[src/rtl/fht_pkg.sv]
// Shared types and helpers for the FHT stage sequencer.
package fht_pkg;

    typedef enum logic [1:0] {
        IDLE  = 2'd0,
        RUN   = 2'd1,
        FLUSH = 2'd2,
        DONE  = 2'd3
    } fht_state_t;

    localparam int ADDR_MAX_W = 16;
    localparam int N_BIT_DEF  = 8;

    function automatic int fht_stg_w(input int n_bit);
        return (n_bit > 1) ? $clog2(n_bit) : 1;
    endfunction

    localparam int STG_W = fht_stg_w(N_BIT_DEF);

    // Reverses the low n_bit bits of addr; upper bits come back as zero.
    function automatic logic [ADDR_MAX_W-1:0] bitrev(input logic [ADDR_MAX_W-1:0] addr,
                                                     input int                    n_bit);
        logic [ADDR_MAX_W-1:0] r;
        r = '0;
        for (int i = 0; i < ADDR_MAX_W; i++) begin
            if (i < n_bit) begin
                r[4'(i)] = addr[4'(n_bit - 1 - i)];
            end
        end
        return r;
    endfunction

endpackage

[src/rtl/fht_dly_line.sv]
// Fixed-depth shift register that carries the write strobe and addresses
// alongside the read and butterfly pipeline.
module fht_dly_line
    import fht_pkg::*;
#(
    parameter int W     = 1,
    parameter int DEPTH = 1
) (
    input  logic         i_clk,
    input  logic         i_rst_n,
    input  logic [W-1:0] i_d,
    output logic [W-1:0] o_q
);

    generate
        for (genvar gi = 0; gi < DEPTH; gi++) begin : g_stage
            logic [W-1:0] r_q;
            if (gi == 0) begin : g_head
                always_ff @(posedge i_clk or negedge i_rst_n) begin
                    if (!i_rst_n) begin
                        r_q <= '0;
                    end else begin
                        r_q <= i_d;
                    end
                end
            end else begin : g_tail
                always_ff @(posedge i_clk or negedge i_rst_n) begin
                    if (!i_rst_n) begin
                        r_q <= '0;
                    end else begin
                        r_q <= g_stage[gi-1].r_q;
                    end
                end
            end
        end
    endgenerate

    assign o_q = g_stage[DEPTH-1].r_q;

endmodule

[src/rtl/fht_stage_seq.sv]
// Butterfly address/coefficient sequencer: walks all radix-2 FHT stages over a
// ping-pong RAM pair and emits delayed write-back addresses.
module fht_stage_seq
    import fht_pkg::*;
#(
    parameter int N_BIT   = N_BIT_DEF,
    parameter int RD_LAT  = 1,
    parameter int BUT_LAT = 1
) (
    input  logic                        iCLK,
    input  logic                        iRESET,
    input  logic                        iSTART,
    output logic                        oBUSY,
    output logic                        oDONE,
    output logic                        oRD_EN,
    output logic [N_BIT-1:0]            oRD_ADDR_0,
    output logic [N_BIT-1:0]            oRD_ADDR_1,
    output logic [N_BIT-1:0]            oRD_ADDR_2,
    output logic [N_BIT-2:0]            oROM_ADDR,
    output logic                        oWR_EN,
    output logic [N_BIT-1:0]            oWR_ADDR_0,
    output logic [N_BIT-1:0]            oWR_ADDR_1,
    output logic                        oBANK,
    output logic [fht_stg_w(N_BIT)-1:0] oSTAGE
);

    localparam int PIPE_LAT = RD_LAT + BUT_LAT;
    localparam int SW       = (N_BIT == N_BIT_DEF) ? STG_W : fht_stg_w(N_BIT);
    localparam int BW       = N_BIT - 1;
    localparam int FW       = $clog2(PIPE_LAT + 1);
    localparam int DW       = 1 + 2 * N_BIT;

    localparam logic [BW-1:0]    B_LAST = '1;
    localparam logic [FW-1:0]    F_LAST = FW'(PIPE_LAT - 1);
    localparam logic [SW-1:0]    S_LAST = SW'(N_BIT - 1);
    localparam logic [N_BIT-1:0] ONE    = N_BIT'(1);

    fht_state_t       r_state;
    logic [BW-1:0]    r_b;
    logic [FW-1:0]    r_f;
    logic [SW-1:0]    r_stage;
    logic             r_busy;
    logic             r_done;
    logic             r_bank;

    logic             r_rd_en;
    logic [N_BIT-1:0] r_rd0;
    logic [N_BIT-1:0] r_rd1;
    logic [N_BIT-1:0] r_rd2;
    logic [BW-1:0]    r_rom;
    logic [N_BIT-1:0] r_wa0;
    logic [N_BIT-1:0] r_wa1;

    logic             w_issue;
    logic [SW-1:0]    w_iss_s;
    logic [BW-1:0]    w_iss_b;
    logic [N_BIT-1:0] w_b_ext;
    logic [N_BIT-1:0] w_h;
    logic [N_BIT-1:0] w_g;
    logic [N_BIT-1:0] w_k;
    logic [N_BIT-1:0] w_lo;
    logic [N_BIT-1:0] w_hi;
    logic [N_BIT-1:0] w_mir;
    logic [SW-1:0]    w_rsh;
    logic [BW-1:0]    w_rom;
    logic [N_BIT-1:0] w_rd0;
    logic [N_BIT-1:0] w_rd1;
    logic [N_BIT-1:0] w_rd2;
    logic [DW-1:0]    w_dly_q;

    // Which butterfly (stage, index) gets presented on the outputs after this edge.
    always_comb begin
        w_issue = 1'b0;
        w_iss_s = '0;
        w_iss_b = '0;
        case (r_state)
            IDLE: begin
                w_issue = iSTART;
            end
            RUN: begin
                w_issue = (r_b != B_LAST);
                w_iss_s = r_stage;
                w_iss_b = r_b + BW'(1);
            end
            FLUSH: begin
                w_issue = (r_f == F_LAST) && (r_stage != S_LAST);
                w_iss_s = r_stage + SW'(1);
            end
            default: ;
        endcase
    end

    // g+2h-k stays below N for k>=1; the k==0 case wraps to the group's midpoint.
    always_comb begin
        w_b_ext = {1'b0, w_iss_b};
        w_h     = ONE << w_iss_s;
        w_g     = ((w_b_ext >> w_iss_s) << 1) << w_iss_s;
        w_k     = w_b_ext & (w_h - ONE);
        w_lo    = w_g + w_k;
        w_hi    = w_lo + w_h;
        w_mir   = (w_k == '0) ? (w_g + w_h) : (w_g + (w_h << 1) - w_k);
        w_rsh   = S_LAST - w_iss_s;
        w_rom   = BW'(w_k << w_rsh);
        if (w_iss_s == '0) begin
            w_rd0 = N_BIT'(bitrev(ADDR_MAX_W'(w_lo), N_BIT));
            w_rd1 = N_BIT'(bitrev(ADDR_MAX_W'(w_hi), N_BIT));
            w_rd2 = N_BIT'(bitrev(ADDR_MAX_W'(w_mir), N_BIT));
        end else begin
            w_rd0 = w_lo;
            w_rd1 = w_hi;
            w_rd2 = w_mir;
        end
    end

    always_ff @(posedge iCLK or negedge iRESET) begin
        if (!iRESET) begin
            r_state <= IDLE;
            r_b     <= '0;
            r_f     <= '0;
            r_stage <= '0;
            r_busy  <= 1'b0;
            r_done  <= 1'b0;
            r_bank  <= 1'b0;
        end else begin
            case (r_state)
                IDLE: begin
                    r_done <= 1'b0;
                    if (iSTART) begin
                        r_state <= RUN;
                        r_busy  <= 1'b1;
                        r_bank  <= 1'b0;
                        r_stage <= '0;
                        r_b     <= '0;
                    end
                end
                RUN: begin
                    if (r_b == B_LAST) begin
                        r_state <= FLUSH;
                        r_f     <= '0;
                    end else begin
                        r_b <= r_b + BW'(1);
                    end
                end
                FLUSH: begin
                    if (r_f == F_LAST) begin
                        r_f    <= '0;
                        r_bank <= ~r_bank;
                        if (r_stage == S_LAST) begin
                            r_state <= DONE;
                            r_done  <= 1'b1;
                        end else begin
                            r_state <= RUN;
                            r_stage <= r_stage + SW'(1);
                            r_b     <= '0;
                        end
                    end else begin
                        r_f <= r_f + FW'(1);
                    end
                end
                DONE: begin
                    r_state <= IDLE;
                    r_done  <= 1'b0;
                    r_busy  <= 1'b0;
                end
                default: begin
                    r_state <= IDLE;
                end
            endcase
        end
    end

    // Address registers hold their last value while no butterfly is issued.
    always_ff @(posedge iCLK or negedge iRESET) begin
        if (!iRESET) begin
            r_rd_en <= 1'b0;
            r_rd0   <= '0;
            r_rd1   <= '0;
            r_rd2   <= '0;
            r_rom   <= '0;
            r_wa0   <= '0;
            r_wa1   <= '0;
        end else begin
            r_rd_en <= w_issue;
            if (w_issue) begin
                r_rd0 <= w_rd0;
                r_rd1 <= w_rd1;
                r_rd2 <= w_rd2;
                r_rom <= w_rom;
                r_wa0 <= w_lo;
                r_wa1 <= w_hi;
            end
        end
    end

    fht_dly_line #(
        .W    (DW),
        .DEPTH(PIPE_LAT)
    ) u_dly (
        .i_clk  (iCLK),
        .i_rst_n(iRESET),
        .i_d    ({r_rd_en, r_wa0, r_wa1}),
        .o_q    (w_dly_q)
    );

    assign {oWR_EN, oWR_ADDR_0, oWR_ADDR_1} = w_dly_q;

    assign oBUSY      = r_busy;
    assign oDONE      = r_done;
    assign oRD_EN     = r_rd_en;
    assign oRD_ADDR_0 = r_rd0;
    assign oRD_ADDR_1 = r_rd1;
    assign oRD_ADDR_2 = r_rd2;
    assign oROM_ADDR  = r_rom;
    assign oBANK      = r_bank;
    assign oSTAGE     = r_stage;

endmodule

[config.mk]
export PLATFORM = sky130hd
export DESIGN_NAME = fht_stage_seq
export DESIGN_NICKNAME = d
export VERILOG_FILES = /design/src/rtl/fht_pkg.sv /design/src/rtl/fht_dly_line.sv /design/src/rtl/fht_stage_seq.sv
export SDC_FILE = /design/constraint.sdc
export NUM_CORES = 1
export LEC_CHECK = 0
export ABC_CLOCK_PERIOD_IN_PS = 11400
export CAP_MARGIN = 20
export CORE_MARGIN = 5
export CORE_UTILIZATION = 46
export DETAILED_ROUTE_END_ITERATION = 8
export HOLD_SLACK_MARGIN = 0.06
export PLACE_DENSITY = 0.69
export RECOVER_POWER = 50
export SLEW_MARGIN = 5
export SYNTH_ARGS = -nofsm -noshare
export SYNTH_HDL_FRONTEND = slang
export SYNTH_SLANG_ARGS = --single-unit
[constraint.sdc]
create_clock -name iCLK -period 11.4 [get_ports iCLK]
set_clock_uncertainty 0.2 [all_clocks]
set_input_delay 1.14 -clock iCLK [delete_from_list [all_inputs] [get_ports iCLK]]
set_output_delay 1.14 -clock iCLK [all_outputs]
set_load 0.03 [all_outputs]
* Yosys cells after proc, flatten, opt, wreduce, memory -nomap -nowiden
Cells that the tools add are included.
Storage, ports and cells: logic and storage cells 95, bits of input ports 3, register bits 99, output and inout port bits 55
Operators by class: eq/ne operators 14, bitwise gates (word level) 2, reductions and logical operators 17, muxes and demuxes 32, shifts and indexed selects 4, $add $sub $neg 10
Operators by type and width (number):
- $mux W7 | 5
- $add A8 B8 Y8 | 4
- $mux W8 | 4
- $pmux W7 S3 | 1
- $mux W2 | 6
- $ne A2 B2 Y1 const B | 6
- $pmux W3 S2 | 2
- $mux W3 | 3
- $reduce_and A3 Y1 | 3
- $and A7 B8 Y8 | 1
- $logic_not A8 Y1 | 1
- $pmux W2 S4 | 1
- $reduce_bool A2 Y1 | 4
- $shl A1 B3 Y8 const A | 1
- $shl A8 B3 Y7 | 1
- $shl A8 B3 Y8 | 1
- $sub A8 B1 Y8 const B | 1
- $sub A8 B8 Y8 | 1
- $add A7 B1 Y7 const B | 1
- $eq A7 B7 Y1 const B | 1
- $ne A7 B7 Y1 const B | 1
- $shr A7 B3 Y7 | 1
- $pmux W1 S2 | 3
- $mux W1 | 5
- 18 further kinds | 21

* Logic depth before layout (Yosys ltp)
Gate-level depths: netlist of run 1.
word-level depth 8, mapped depth 25

* Cells and area by module
Synthesis of run 1 repeated with hierarchy kept, for this count alone.
Second synthesis, totals: cell total of the unflattened synthesis 601, area, all modules 5735.5 um^2
By module, submodules not included:
- fht_stage_seq | cells an instance 567, sequential area each 1626.6 um^2, instances 1, area each 4884.7 um^2
- fht_dly_line | cells an instance 34, sequential area each 850.8 um^2, instances 1, area each 850.8 um^2

* Worst setup path before layout of run 1
No wires, ideal clock.
path kind register to register, start point register r_stage[1] (netlist: oSTAGE[1]), end point register r_rd1[0] (netlist: oRD_ADDR_1[0]), stages on the path, launching flop included 22, arrival 4.776 ns, buffers on the path 2, slack 6.303 ns, library setup time 0.121 ns, period minus slack after synthesis 5.097 ns, path through dfrtp_1 > ha_1 > ha_1 > a22oi_4 > nor2b_1 > buf_2 > clkbuf_1 > nor3_1 > ha_1 > a21o_1 > a21oi_1 > o21bai_1 > a21oi_1 > xor2_1 > inv_1 > ha_1 > a21oi_1 > o21ai_0 > xnor2_1 > xnor2_2 > nand2_1 > a22o_1
On the way: cells in the longest elaborated chain, start to end 8, elaborated cells between the ends (all ways) 14, classes of those cells add/sub: 4; eq/ne: 1; shift: 3; mux: 3; bitwise: 1; reduce/logical: 2
RTL lines:
- from (decl) | RTL line fht_stage_seq.sv:41 | logic [SW-1:0] r_stage;
- from (signal assigned) | RTL line fht_stage_seq.sv:153 | r_stage <= r_stage + SW'(1);
- $add A3 B1 Y3 | RTL line fht_stage_seq.sv:87 | w_iss_s = r_stage + SW'(1);
- $pmux W3 S2 (*) | RTL line fht_stage_seq.sv:76 | case (r_state)
- $shl A1 B3 Y8 | RTL line fht_stage_seq.sv:96 | w_h = ONE << w_iss_s;
- $sub A8 B1 Y8 | RTL line fht_stage_seq.sv:98 | w_k = w_b_ext & (w_h - ONE);
- $and A7 B8 Y8 | RTL line fht_stage_seq.sv:98
- $add A8 B8 Y8 (*) | RTL line fht_stage_seq.sv:99 | w_lo = w_g + w_k;
- net w_lo[6] | RTL line fht_stage_seq.sv:61 | logic [N_BIT-1:0] w_lo;
- $add A8 B8 Y8 (*) | RTL line fht_stage_seq.sv:100 | w_hi = w_lo + w_h;
- $mux W8 (*) | RTL line fht_stage_seq.sv:104 | if (w_iss_s == '0) begin
- to (signal assigned) | RTL line fht_stage_seq.sv:186 | r_rd1 <= w_rd1;
- to (decl) | RTL line fht_stage_seq.sv:48 | logic [N_BIT-1:0] r_rd1;
Mark *: on every way through the listed nets, which the timed path passes. The rest lies on a longest branch. A chain may end at the register's enable or synchronous reset.

* Worst setup path in the final report of run 1
start point register r_stage[0] (netlist: oSTAGE[0]), end point register r_rd1[0] (netlist: oRD_ADDR_1[0])
The elaborated chain is that of the path after synthesis.

==> results of run 1 <==
-- worst max-delay path: cells and delay by family, from the launching register on --
kind,cells,cell delay [ns]
AO/OA/AOI/OAI,6,1.20
XOR/XNOR,2,0.40
adder cells (fa/ha/maj),5,1.67
flip-flops,1,0.52
AND/OR/NAND/NOR,4,1.73
-- synth_stat cells (2+ instances only) --
library cell / instances / share of area
a31o_2: 2 / 0.0032
a22oi_1: 2 / 0.0027
and2_1: 5 / 0.0057
a31oi_1: 7 / 0.0080
mux2i_1: 10 / 0.018
xnor2_2: 2 / 0.0059
nor3_1: 8 / 0.0073
inv_1: 30 / 0.020
o21ai_0: 47 / 0.043
xnor2_1: 15 / 0.024
o31ai_1: 3 / 0.0041
o21bai_1: 4 / 0.0055
fa_1: 9 / 0.033
nand2_1: 87 / 0.059
nand4_1: 2 / 0.0023
buf_2: 12 / 0.011
buf_6: 4 / 0.0082
o211ai_1: 2 / 0.0027
mux2_2: 11 / 0.022
o21a_1: 4 / 0.0055
nor2b_1: 6 / 0.0068
a22o_1: 2 / 0.0032
xor2_1: 10 / 0.016
nand2b_1: 8 / 0.0091
a21o_1: 11 / 0.015
dfrtp_1: 99 / 0.45
mux2_4: 2 / 0.0055
ha_1: 31 / 0.070
and3_1: 3 / 0.0034
nand3_1: 5 / 0.0045
a21oi_1: 39 / 0.035
nor2_1: 28 / 0.019
clkbuf_1: 9 / 0.0061
a32o_1: 3 / 0.0055
-- power by group --
group	internal, mW	total (mW)	switching (mW)
Combinational	0.366	0.979	0.613
Sequential	0.438	0.487	0.0490
Clock	0.173	0.308	0.136
Total	0.976	1.77	0.798
-- metal layers --
layer | share of wire | vias up | GRT usage | wire [microns]
met4 | 0.023 | 0 | 0.0694 | 276
met2 | 0.48 | 87 | 0.296 | 5820
met3 | 0.041 | 21 | 0.0337 | 495
met5 | 0 | - | 0 | 0
met1 | 0.45 | 1919 | 0.230 | 5450
li1 | - | 1956 | - | -
-- final timing paths --
| kind | start | endpoint | slack (ns) | depth (start not counted) |
|---|---|---|---|---|
| max in group asynchronous | iRESET | u_dly.o_q[13] | 6.30 | 2 |
| min in group asynchronous | iRESET | u_dly.o_q[3] | 1.28 | 1 |
| setup / recovery | oSTAGE[0] | oRD_ADDR_1[0] | 5.56 | 17 |
| setup reg to reg | oSTAGE[0] | oRD_ADDR_1[0] | 5.56 | 17 |
| hold reg to reg | u_dly.g_stage[0].r_q[12] | u_dly.o_q[12] | 0.15 | 0 |
| hold / removal | u_dly.g_stage[0].r_q[12] | u_dly.o_q[12] | 0.15 | 0 |
-- registers in the layout, indices dropped and copies added (netlist names), 3 cells and up --
register	flops
u_dly.o_q	17
oSTAGE	3
r_b	7
oRD_ADDR_2	8
oRD_ADDR_0	8
oROM_ADDR	7
r_wa1	8
u_dly.g_stage.r_q	17
r_wa0	8
oRD_ADDR_1	8
-- logic make-up (layout without fill, tap and decap cells) --
| group | after synthesis | count (layout) | share of synthesized area |
|---|---|---|---|
| flops | 99 | 99 | 0.450 |
| simple gates | 162 | 162 | 0.143 |
| buf+inv | 56 | 108 | 0.0470 |
| mux | 26 | 26 | 0.0575 |
| xor+xnor | 27 | 27 | 0.0457 |
| compound gates | 136 | 136 | 0.154 |
| fa+ha+maj | 40 | 40 | 0.103 |
| other cells | 1 | 1 | 0.000681 |
-- per-stage QoR --
| step | util | std cells | power, mW | instance area (sq um) | hold slack (ns) |
|---|---|---|---|---|---|
| 6_report | 0.543 | 746 | 1.77 | 6440 | 0.148 |
| 5_1_grt | 0.543 | 746 | 1.91 | 6440 | 0.155 |
| 4_1_cts | 0.544 | 746 | 1.80 | 6450 | 0.149 |
| 3_5_place_dp | 0.519 | 730 | 1.48 | 6150 | 0.135 |
| 3_3_place_gp | 0.519 | 730 | 1.46 | 6150 | 0.132 |
| 2_1_floorplan | - | 547 | 1.22 | 5510 | 0.131 |
-- cell type report --
cell class,instances,area share
timing repair buffer,62,0.0929
sequential,99,0.385
inverter,30,0.0175
clock inverter,6,0.0115
multi-input combinational,392,0.429
tap,147,0.0286
clock buffer,10,0.0355
==> flow_metrics.env, run 1 <==
export IMPL_status="complete, but fails checks"
export IMPL_violations="capacitance limit, slew limit"
export IMPL_setup_viol=0
export IMPL_wire_per_inst_microns=16.2
export IMPL_avgSynthCellArea_sq_um=10.1
export IMPL_num_vias=3983
export IMPL_die_h_microns=119
export IMPL_cp_end_kind="flip-flop"
export IMPL_finalCritPeriodShare=0.512
export IMPL_maxCapViolCount=2
export IMPL_place_hpwl_microns=9100
export IMPL_std_cell_rows=40
export IMPL_power_leakage_nw=3.09
export IMPL_path_class="reg -> reg"
export IMPL_holdBufCountCts=0
export IMPL_max_stage_delay_ns=0.75
export IMPL_final_cell_mix="99 x dfrtp_1, 87 x nand2_1, 55 x clkdlybuf4s50_1"
export IMPL_cp_max_fo=23
export IMPL_io_pins=58
export IMPL_syn_cell_area_sq_um=5510
export IMPL_ys_flop_type="dfrtp_1"
export IMPL_ys_seq_area_frac=0.450
export IMPL_period_minus_slack_ns=5.84
export IMPL_grt_overflow=0
export IMPL_synth_seq_cells=99
export IMPL_io_buffers=57
export IMPL_initial_core_util=0.464
export IMPL_multiInputGateArea_sq_um=2770
export IMPL_place_ws_ns=5.57
export IMPL_cts_max_level=3
export IMPL_powerDensity_nw_per_um2=275
export IMPL_ant_nets=0
export IMPL_clock_fmax_mhz=171
export IMPL_die_area_sq_um=14300
export IMPL_cts_buffers=9
export IMPL_gp_congestion=0.911
export IMPL_layout_commonest_cell="dfrtp_1"
export IMPL_irDropWorstVdd_mv=0.215
export IMPL_num_nets_final=637
export IMPL_slew_headroom=-0.776
export IMPL_grt_pass1_vias=4015
export IMPL_grt_max_degree=74
export IMPL_synth_cell_types=59
export IMPL_insertion_delay_ns=0.35
export IMPL_async_flop_share=1.00
export IMPL_crit_top_cell="ha_1"
export IMPL_synth_edf_count=0
export IMPL_hold_viol_final=0
export IMPL_crit_path_start_kind="flip-flop"
export IMPL_yosys_warnings=0
export IMPL_cts_root_buf="clkbuf_16"
export IMPL_rsz0062_at_grt="no"
export IMPL_clockBufferDepth=2
export IMPL_initialDrtViolationCount=258
export IMPL_firstDrtPassIters=5
export IMPL_arrival_ns=5.87
export IMPL_worstMarginPinSlew_ns=2.66
export IMPL_cts_sinks=99
export IMPL_antenna_found_initial=0
export IMPL_drc=0
export IMPL_fillers=1054
export IMPL_hold_path_class="reg -> reg"
export IMPL_viasPerCell=5.34
export IMPL_die_w_microns=119
export IMPL_design_core_area_sq_um=11900
export IMPL_wl_microns=12000
export IMPL_grt_pass1_wl_microns=20300
export IMPL_syn_nets=590
export IMPL_cts_resized=0
export IMPL_cts_tree="done"
export IMPL_worstPathRequired_ns=11.43
export IMPL_cts_setup_buffers=0
export IMPL_register_area_sq_um=2480
export IMPL_tns_ns=0
export IMPL_postSynthCellCount=547
export IMPL_finalMaxSlewViolations=102
export IMPL_n_antenna_cell=0
export IMPL_setup_slack_ns=5.56
export IMPL_drive_above_1_share=0.0801
export IMPL_crit_path_top_delay_cell="nand3_1"
export IMPL_grt_usage=0.178
export IMPL_cp_cell_sequence="ha_1 > ha_1 > a22oi_4 > nand2b_1 > nand3_1 > nor2_1 > ha_1 > fa_1 > ha_1 > a21oi_1 > o21bai_1 > a21oi_1 > o21ai_0 > xnor2_1 > xnor2_2 > nand2_1 > a22o_1"
export IMPL_syn_to_final_growth_pct=16.9
export IMPL_path_clk_slew_ns=0.07
(Power assumes the default switching activity.)
==> run 2: changes to the inputs <==
--- a/config.mk
+++ b/config.mk
@@ -5,13 +5,13 @@
 export SDC_FILE = /design/constraint.sdc
 export NUM_CORES = 1
 export LEC_CHECK = 0
-export ABC_CLOCK_PERIOD_IN_PS = 11400
+export ABC_CLOCK_PERIOD_IN_PS = 4850
 export CAP_MARGIN = 20
 export CORE_MARGIN = 5
 export CORE_UTILIZATION = 46
 export DETAILED_ROUTE_END_ITERATION = 8
 export HOLD_SLACK_MARGIN = 0.06
-export PLACE_DENSITY = 0.69
+export PLACE_DENSITY = 0.72
 export RECOVER_POWER = 50
 export SLEW_MARGIN = 5
 export SYNTH_ARGS = -nofsm -noshare
==> constraint.sdc (replaced) <==
create_clock -name iCLK -period 4.85 [get_ports iCLK]
set_clock_uncertainty 0.2 [all_clocks]
set_input_delay 0.485 -clock iCLK [delete_from_list [all_inputs] [get_ports iCLK]]
set_output_delay 0.485 -clock iCLK [all_outputs]
set_load 0.03 [all_outputs]
==> run 2 against run 1 <==
Against the previous run:
- the flow still finishes with violations (capacitance limit, slew limit)
- highest routed layer unchanged
- critical path type unchanged
- worst setup slack worse by 5.2 ns
- largest cell class unchanged
- maximum frequency up 29%
- core utilization up 2.2 points
- via count up 4.2%
==> flow_metrics.env, run 2 (synthesized netlist as in run 1, its figures left out) <==
export IMPL_layout_commonest_cell="dfrtp_1"
export IMPL_syn_to_final_growth_pct=21.8
export IMPL_n_antenna_cell=0
export IMPL_initial_core_util=0.464
export IMPL_grt_overflow=0
export IMPL_period_minus_slack_ns=4.54
export IMPL_seqPwrFrac=0.258
export IMPL_cp_cell_sequence="inv_1 > ha_2 > buf_4 > nand2_1 > nor2_1 > a21oi_2 > nor2_1 > a21oi_1 > nor2_1 > ha_1 > fa_1 > a21o_1 > a21oi_1 > xnor2_1 > inv_1 > ha_1 > a21oi_1 > o21ai_1 > xnor2_1 > xnor2_2 > nand2_1 > a22o_1"
export IMPL_p_sw_mw=1.95
export IMPL_grt_usage=0.188
export IMPL_rrSetupSlack_ns=0.31
export IMPL_max_stage_delay_ns=0.42
export IMPL_irDropWorstVdd_mv=0.286
export IMPL_ant_nets=0
export IMPL_gp_congestion=0.941
export IMPL_min_from="u_dly.g_stage[0].r_q[12]"
export IMPL_tns_ns=0
export IMPL_crit_path_start_kind="flip-flop"
export IMPL_setup_slack_ns=0.309
export IMPL_grt_max_degree=73
export IMPL_status="complete, but fails checks"
export IMPL_cts_buffers=9
export IMPL_powerDensity_nw_per_um2=655
export IMPL_cts_root_buf="clkbuf_16"
export IMPL_die_h_microns=119
export IMPL_arrival_ns=4.59
export IMPL_path_class="reg -> reg"
export IMPL_maxCapViolCount=1
export IMPL_met1_length_microns=5520
export IMPL_std_cell_rows=40
export IMPL_crit_path_top_delay_cell="dfrtp_1"
export IMPL_design_core_area_sq_um=11900
export IMPL_worstMarginPinSlew_ns=2.82
export IMPL_rsz0062_at_grt="no"
export IMPL_swShare=0.443
export IMPL_io_pins=58
export IMPL_setup_viol=0
export IMPL_wire_per_inst_microns=16.3
export IMPL_hold_viol_final=0
export IMPL_fillers=1017
export IMPL_r2r_end="oRD_ADDR_1[0]"
export IMPL_insertion_delay_ns=0.36
export IMPL_grt_pass1_wl_microns=21300
export IMPL_cts_max_level=3
export IMPL_num_vias=4150
export IMPL_cts_sinks=99
export IMPL_io_buffers=57
export IMPL_cp_end_kind="flip-flop"
export IMPL_wl_microns=12600
export IMPL_min_path_cells=0
export IMPL_path_clk_slew_ns=0.08
export IMPL_viasPerCell=5.38
export IMPL_finalCritPeriodShare=0.936
export IMPL_comb_power_share=0.555
export IMPL_r2r_start="r_state[1]"
export IMPL_holdPathEnd="u_dly.o_q[12]"
export IMPL_drive_above_1_share=0.130
export IMPL_worstPathRequired_ns=4.90
export IMPL_violations="capacitance limit, slew limit"
export IMPL_antenna_found_initial=0
export IMPL_power_leakage_nw=3.34
export IMPL_num_nets_final=663
export IMPL_holdWs_ns=0.148
export IMPL_power_total_mw=4.39
export IMPL_finalMaxSlewViolations=55
export IMPL_clock_fmax_mhz=220
export IMPL_cp_max_fo=9
export IMPL_die_area_sq_um=14300
export IMPL_r2r_cells=22
export IMPL_internal_power_mw=2.44
export IMPL_place_hpwl_microns=9410
export IMPL_initialDrtViolationCount=297
export IMPL_die_w_microns=119
export IMPL_grt_pass1_vias=4180
export IMPL_firstDrtPassIters=5
export IMPL_slew_headroom=-0.878
export IMPL_drc=0
export IMPL_clockBufferDepth=2
export IMPL_routed_wl_met2_microns=6210
export IMPL_p_clk_frac=0.187
export IMPL_hold_path_class="reg -> reg"
export IMPL_wl_met3_microns=595
export IMPL_highest_layer="met4"
export IMPL_cts_tree="done"
export IMPL_place_ws_ns=0.138
export IMPL_final_cell_mix="99 x dfrtp_1, 87 x nand2_1, 45 x o21ai_0"
run 2: timing repair:
action | CTS | global route
setup buffers | 0 | 0
resized for setup | 0 | 8
hold buffers | 1 | 0
endpoints found under the setup margin | 0 | 8
hold endpoints to repair | 53 | 0
run 2: critical path: cells and delay by family (launching register included):
kind	cells	cell delay [ns]
compound gates	7	1.22
fa+ha+maj	4	1.13
xor+xnor	3	0.64
simple gates	5	0.45
flops	1	0.42
buf+inv	3	0.37
run 2: metrics by stage:
| step | util | cell area (sq um) | instances |
|---|---|---|---|
| final | 0.566 | 6710 | 772 |
| after detailed placement | 0.535 | 6340 | 755 |
| after global placement | 0.535 | 6340 | 755 |
| after floorplan | - | 5510 | 547 |
| after CTS | 0.565 | 6700 | 772 |
| after global routing | 0.566 | 6710 | 772 |
run 2: layer usage:
layer | up-vias | track usage
li1 | 2013 | -
met1 | 2009 | 0.244
met2 | 103 | 0.316
met3 | 25 | 0.0394
met4 | 0 | 0.0551
met5 | - | 0
run 2: worst max path at each step:
| stage | start | end | slack, ns | depth (start not counted) |
|---|---|---|---|---|
| after global placement | oSTAGE[0] | oRD_ADDR_1[0] | 0.29 | 20 |
| after global routing | r_state[1] | oRD_ADDR_1[6] | 0.0005 | 20 |
| final | r_state[1] | oRD_ADDR_1[0] | 0.31 | 22 |
| after CTS | r_state[1] | oRD_ADDR_1[0] | 0.12 | 22 |
| after floorplan | oSTAGE[1] | oRD_ADDR_1[0] | 0.004 | 21 |
| after detailed placement | r_state[1] | oRD_ADDR_1[0] | 0.14 | 22 |
run 2: cell type report:
type                       instances  area, sq um  share of cell area
clock buffer                      10          239              0.0356
clock inverter                     6          105              0.0157
inverter                          30          113              0.0168
multi-input combinational        392         2790               0.416
sequential                        99         2480               0.369
tap                              147          184              0.0274
timing repair buffer              88          800               0.119
run 2: power by group through the flow:
stage               Sequential [mW]  Combinational, mW  Clock (mW)
global placement               1.14               2.40           0
CTS                            1.14               2.46       0.834
detailed placement             1.15               2.43           0
finish                         1.13               2.44       0.823
global route                   1.16               2.68       0.866
floorplan                      1.37               1.50           0
==> run 3: changes to the inputs <==
--- a/config.mk
+++ b/config.mk
@@ -10,7 +10,7 @@
 export CORE_MARGIN = 5
 export CORE_UTILIZATION = 46
 export DETAILED_ROUTE_END_ITERATION = 8
-export HOLD_SLACK_MARGIN = 0.06
+export HOLD_SLACK_MARGIN = 0.12
 export PLACE_DENSITY = 0.72
 export RECOVER_POWER = 50
 export SLEW_MARGIN = 5
==> results of run 3 <==
No change in the layout: final DEF, timing and power equal those of run 2.
